--- config.mk ---
export PLATFORM = sky130hd
export DESIGN_NAME = alu_addsub_exec
export DESIGN_NICKNAME = d
export VERILOG_FILES = /design/src/rtl/alu_addsub_exec.sv
export SDC_FILE = /design/constraint.sdc
export NUM_CORES = 1
export LEC_CHECK = 0
export ABC_AREA = 1
export CORE_MARGIN = 4
export CORE_UTILIZATION = 55
export DETAILED_ROUTE_END_ITERATION = 16
export DONT_BUFFER_PORTS = 1
export PLACE_DENSITY = 0.79
export SKIP_LAST_GASP = 1
export SLEW_MARGIN = 20
export SYNTH_ARGS = -nofsm -noshare
export SYNTH_HDL_FRONTEND = slang
export SYNTH_SLANG_ARGS = --single-unit
--- constraint.sdc ---
create_clock -name clk -period 3.25 [get_ports clk]
set_input_delay 0.325 -clock clk [delete_from_list [all_inputs] [get_ports clk]]
set_output_delay 0.325 -clock clk [all_outputs]
set_load 0.03 [all_outputs]
--- src/rtl/alu_addsub_exec.sv ---
// rtl/alu_addsub_exec.sv - two-stage add/sub/compare execute pipeline with Brent-Kung adder

// 32-bit Brent-Kung prefix adder/subtractor; op_code=1 computes A-B.
module ADD_SUB_using_BK (
  input  logic [31:0] A,
  input  logic [31:0] B,
  input  logic        op_code,
  output logic [31:0] Y
);

  // Generate/propagate, up-sweep and down-sweep of the prefix tree, then sum bits
  always_comb begin
    logic [31:0] bx;
    logic [31:0] p;
    logic [31:0] gg;
    logic [31:0] pp;
    bx = B ^ {32{op_code}};
    p  = A ^ bx;
    gg = A & bx;
    pp = p;
    // Carry-in folded into bit 0 so the tree yields carries directly
    gg[0] = gg[0] | (p[0] & op_code);
    for (int d = 0; d < 5; d++) begin
      for (int i = (2 << d) - 1; i < 32; i += (2 << d)) begin
        gg[i] = gg[i] | (pp[i] & gg[i - (1 << d)]);
        pp[i] = pp[i] & pp[i - (1 << d)];
      end
    end
    for (int d = 3; d >= 0; d--) begin
      for (int i = (3 << d) - 1; i < 32; i += (2 << d)) begin
        gg[i] = gg[i] | (pp[i] & gg[i - (1 << d)]);
        pp[i] = pp[i] & pp[i - (1 << d)];
      end
    end
    Y = p ^ {gg[30:0], op_code};
  end

endmodule

// Execute pipeline: stage 1 holds operands, stage 2 holds result and flags.
module alu_addsub_exec #(
  parameter int XLEN  = 32,
  parameter int TAG_W = 5
) (
  input  logic             clk,
  input  logic             rst,
  input  logic             in_valid,
  output logic             in_ready,
  input  logic [1:0]       in_op,
  input  logic [XLEN-1:0]  in_a,
  input  logic [XLEN-1:0]  in_b,
  input  logic [TAG_W-1:0] in_tag,
  output logic             out_valid,
  input  logic             out_ready,
  output logic [XLEN-1:0]  out_result,
  output logic [TAG_W-1:0] out_tag,
  output logic             out_eq,
  output logic             out_lt,
  output logic             out_ltu,
  output logic             out_ovf
);

  localparam logic [1:0] OP_ADD  = 2'b00;
  localparam logic [1:0] OP_SUB  = 2'b01;
  localparam logic [1:0] OP_SLT  = 2'b10;

  logic             s1_valid;
  logic [1:0]       s1_op;
  logic [XLEN-1:0]  s1_a;
  logic [XLEN-1:0]  s1_b;
  logic [TAG_W-1:0] s1_tag;

  logic             s2_valid;
  logic [XLEN-1:0]  s2_result;
  logic [TAG_W-1:0] s2_tag;
  logic             s2_eq;
  logic             s2_lt;
  logic             s2_ltu;
  logic             s2_ovf;

  logic             s1_adv;
  logic             s2_adv;
  logic [XLEN-1:0]  sum;
  logic             eq_n;
  logic             lt_n;
  logic             ltu_n;
  logic             ovf_n;
  logic [XLEN-1:0]  result_n;

  assign s2_adv   = !s2_valid || out_ready;
  assign s1_adv   = !s1_valid || s2_adv;
  assign in_ready = s1_adv;

  ADD_SUB_using_BK u_adder (
    .A       (s1_a),
    .B       (s1_b),
    .op_code (s1_op != OP_ADD),
    .Y       (sum)
  );

  // Flags from the difference; when sign bits differ the sign of A alone decides ordering
  always_comb begin
    eq_n     = (sum == '0);
    lt_n     = (s1_a[XLEN-1] ^ s1_b[XLEN-1]) ? s1_a[XLEN-1] : sum[XLEN-1];
    ltu_n    = (s1_a[XLEN-1] ^ s1_b[XLEN-1]) ? s1_b[XLEN-1] : sum[XLEN-1];
    ovf_n    = 1'b0;
    result_n = sum;
    case (s1_op)
      OP_ADD: ovf_n = (s1_a[XLEN-1] == s1_b[XLEN-1]) && (sum[XLEN-1] != s1_a[XLEN-1]);
      OP_SUB: ovf_n = (s1_a[XLEN-1] != s1_b[XLEN-1]) && (sum[XLEN-1] != s1_a[XLEN-1]);
      OP_SLT: result_n = {{(XLEN-1){1'b0}}, lt_n};
      default: result_n = {{(XLEN-1){1'b0}}, ltu_n};
    endcase
  end

  // Stage 1 register: data only loads on a real op to keep idle outputs quiet
  always_ff @(posedge clk) begin
    if (rst) begin
      s1_valid <= 1'b0;
      s1_op    <= '0;
      s1_a     <= '0;
      s1_b     <= '0;
      s1_tag   <= '0;
    end else if (s1_adv) begin
      s1_valid <= in_valid;
      if (in_valid) begin
        s1_op  <= in_op;
        s1_a   <= in_a;
        s1_b   <= in_b;
        s1_tag <= in_tag;
      end
    end
  end

  // Stage 2 register: holds result steady while downstream stalls
  always_ff @(posedge clk) begin
    if (rst) begin
      s2_valid  <= 1'b0;
      s2_result <= '0;
      s2_tag    <= '0;
      s2_eq     <= 1'b0;
      s2_lt     <= 1'b0;
      s2_ltu    <= 1'b0;
      s2_ovf    <= 1'b0;
    end else if (s2_adv) begin
      s2_valid <= s1_valid;
      if (s1_valid) begin
        s2_result <= result_n;
        s2_tag    <= s1_tag;
        s2_eq     <= eq_n;
        s2_lt     <= lt_n;
        s2_ltu    <= ltu_n;
        s2_ovf    <= ovf_n;
      end
    end
  end

  assign out_valid  = s2_valid;
  assign out_result = s2_result;
  assign out_tag    = s2_tag;
  assign out_eq     = s2_eq;
  assign out_lt     = s2_lt;
  assign out_ltu    = s2_ltu;
  assign out_ovf    = s2_ovf;

endmodule

==> results list <==
- Clock skew on the completed layout was measured at 0.00898 ns.
- Across all hold checks on the routed design, the worst slack comes to 0.0485 ns.
* Critical path type: register to register
- Switching power as a share of total power: 0.318
* HPWL after detailed placement: 9.99 mm
* Slew at the pin closest to its max-slew limit: 1.03 ns
- The initial utilization of the core area, before any placement, comes to 0.566.
- The clock passes through at most 2 buffers.
- The first global-routing pass estimated 27.9 mm of wire.
- Clock-pin slew was measured on the worst setup and hold paths at 0.06 ns.
- Setup repair after global routing missed its margin: true
- Category of the worst setup path capture point: register
* Worst min-delay path startpoint: rst
- Per-cell routed wire length: 19.4 microns
* Util after Layout: 0.805
* Number of buffers inserted during clock tree synthesis: 17
* Worst-case headroom to the max-slew limit: 0.314
- Setup slack, reg-to-reg: -0.43 ns
* IO buf count: 0
* Initial antenna violation count: 0
* Total Nets Final: 957
- TritonCTS Sinks: 114
* Arr. time, crit path: 4.14 ns
- The final max-slew violation count came to 0.
- STA puts the critical path data required time at 3.71 ns.
- At the end of routability-driven placement, the weighted congestion stood at 0.876.
* Final critical-path share of the clock period: 1.13
- STA classifies the critical path startpoint as a register.
- Area inside the core boundary: 9820 sq um
- Worst r2r path cells: 25
- Via-to-Cell Ratio: 5.81
* Number of synthesized register bits: 114
* Rows: 36
* Minimum period implied by the final worst setup slack: 3.68 ns
- Synthesis-to-finish area growth: 42.2%
* Router iterations before antenna repair: 8
* Power density cells: 589 nW/um^2
- The finished layout holds 984 standard cells, fillers aside.
- Power comes to 4650 uW.
- FMAX: 0.272 GHz
- Cell Count Post-Placement: 851
- Number of synthesis warnings: 0
* Combinational share of power: 0.246
* 1st-iter DRT viols: 620
- Int Pwr: 3170 uW
- Synthesized area: 5560 sq um
- For hold timing, the worst endpoint is out_result[30].
* Reg-to-reg critical path endpoint: out_eq
* Boundary pin count: 118
- Maximum number of pins on one net before global-route repair: 115
- DRC: 0
- Static leakage power: 0.00351 uW
- The root buffer cell chosen for the clock tree is clkbuf_8.
* Net load switching power: 1480 uW
- Number of distinct library cells after synthesis: 30
- In this run the vertical extent of the chip is 109 microns.
* Result of the run: complete, but fails checks
- The number of nets handed over by synthesis was 828.
- The checks that failed: setup timing.
* Number of H-tree branching levels: 4
* GR Overflow Total: 0
- The die covers 11800 sq um.
- Die Wd: 109 microns
- The path class of the tightest hold or removal check is primary input to register.
* Total inserted antenna cells: 0
- Crit-path max FO: 7
* Vias in the first global route: 5778
- Seq pwr share: 0.353
- Number of nets with antenna violations after detailed routing: 0
- Finish-stage setup viols: 8
- Global router's overall resource usage: 0.308
- Most common cell after layout, fill and taps aside: nand2_1
- TritonCTS clock tree: built
- Share of cells above drive strength 1: 0.197
* Crit Reg-Reg Startpoint: s1_op[1]
* Instance count of the mapped netlist: 709
- Hold Path Depth: 2
- The number of hold violations in the final report is 0.
- Vias: 5717
* Worst Slack Setup Final: -0.427 ns
- Across the VDD grid, the largest voltage drop is 0.000544 V.
* Later-pin clock latency in the skew report: 0.53 ns
- Of the synthesized area, sequential elements account for 0.411.
- Syn_area_per_cell: 7.84 sq um
- The routed design has 19.1 mm of wire.
- Maximum Capacitance Violations: 0
- Portion of total power attributed to the clock network: 0.402
- Leading cell types in the layout, fill and taps excluded: 208 x nand2_1, 112 x dfxtp_1, 104 x a21oi_1
-- stage by stage --
stage | setup slack [ns] | setup TNS (ns) | instance area, sq um
after floorplan | 0.00414 | 0 | 5570
after global placement | -0.183 | -0.600 | 5930
after detailed placement | -0.355 | -1.59 | 5930
after CTS | -0.0493 | -0.110 | 7640
after global routing | -0.557 | -2.86 | 7900
final | -0.427 | -1.48 | 7900
-- what timing repair did --
action	CTS	global route
buffers inserted	7	5
resized for setup	37	52
hold buffers	88	1
gates cloned	1	0
hold endpoints to repair	114	27
endpoints found under the setup margin	7	17
pin swaps	16	31
-- synthesized netlist by cell type, drive strengths merged --
library cell  instances  area share
or2                   4      0.0045
nand4                 3      0.0034
xnor2                33       0.052
nor2                 42       0.029
fa                   16       0.058
a31oi                 3      0.0034
a22oi                 6      0.0081
o211ai                1      0.0014
o21bai                2      0.0027
inv                  35       0.024
a21o                  3      0.0041
nor3                  4      0.0036
dfxtp               114        0.41
buf                  11      0.0088
xor2                 16       0.027
nand2               228        0.15
clkbuf               26       0.018
ha                   28       0.063
nand3                 7      0.0063
o21ai                 2      0.0018
a211oi                7      0.0095
a31o                  2      0.0032
nor4                  3      0.0034
a21oi               113        0.10
-- power by group through the flow --
stage	sequential [uW]	clock (uW)	combinational, uW
after floorplan	1640	0	539
after global placement	1660	0	762
after detailed placement	1660	0	796
after CTS	1630	1850	967
after global routing	1650	1920	1220
final	1640	1870	1140
-- worst max-delay path: stages (launching register included) --
cell and delay (ns):
dfxtp_2 0.34, nor2_4 0.15, buf_8 0.16, xor2_2 0.19, inv_1 0.09, ha_1 0.29
nand2_2 0.07, nor2_2 0.14, inv_1 0.08, nor2_2 0.08, nand2_1 0.07, nand2_2 0.13
nand2_2 0.08, nand2_4 0.08, nand2_2 0.06, nand2_2 0.10, a21oi_4 0.07, fa_2 0.56
nand2_1 0.07, nor3_2 0.11, nand2_1 0.09, nor2_1 0.18, nand2_1 0.11, nor2_2 0.10
nand2_1 0.07, a21oi_1 0.13
-- logic make-up after synthesis --
| family | count (synthesis) | synth area share |
|---|---|---|
| buffers and inverters | 72 | 0.0500 |
| AOI/OAI and AO/OA | 139 | 0.136 |
| DFF | 114 | 0.411 |
| and+or+nand+nor | 291 | 0.204 |
| adders and majority gates | 44 | 0.121 |
| xor gates and xnor gates | 49 | 0.0786 |
-- worst max-delay path by stage --
| stage | startpoint | to | slack, ns | cells past startpoint |
|---|---|---|---|---|
| 2_1_floorplan | s1_op[1] | out_eq | 0.004 | 25 |
| 3_3_place_gp | s1_op[1] | out_result[0] | -0.18 | 24 |
| 3_5_place_dp | s1_op[1] | out_result[0] | -0.36 | 24 |
| 4_1_cts | s1_op[0] | out_eq | -0.05 | 22 |
| 5_1_grt | s1_op[1] | out_eq | -0.56 | 25 |
| 6_report | s1_op[1] | out_eq | -0.43 | 25 |
-- flip-flops by register name, indices dropped and copies added (netlist names) --
| register | flops |
|---|---|
| s1_tag | 5 |
| out_valid | 1 |
| s1_a | 32 |
| out_tag | 5 |
| out_result | 32 |
| out_eq | 1 |
| s1_op | 2 |
| out_ovf | 1 |
| out_ltu | 1 |
| s1_b | 32 |
| out_lt | 1 |
| s1_valid | 1 |
-- routing by layer --
layer | wire length, microns | up-vias | GRT usage
met5 | 0 | - | 0
met4 | 877 | 0 | 0.151
met3 | 1660 | 94 | 0.0854
met2 | 9630 | 323 | 0.537
met1 | 6900 | 2741 | 0.346
li1 | - | 2559 | -
-- area by class of cell --
type / count / area, sq um
Timing Repair Buffer: 147 / 1380
Clock inverter: 13 / 150
Clock buffer: 19 / 442
Fill cell: 572 / 1920
Multi-Input combinational cell: 523 / 3340
Tap cell: 133 / 166
Inverter: 35 / 131
Sequential cell: 114 / 2280
Note: power is estimated with default switching activity, not from simulation.
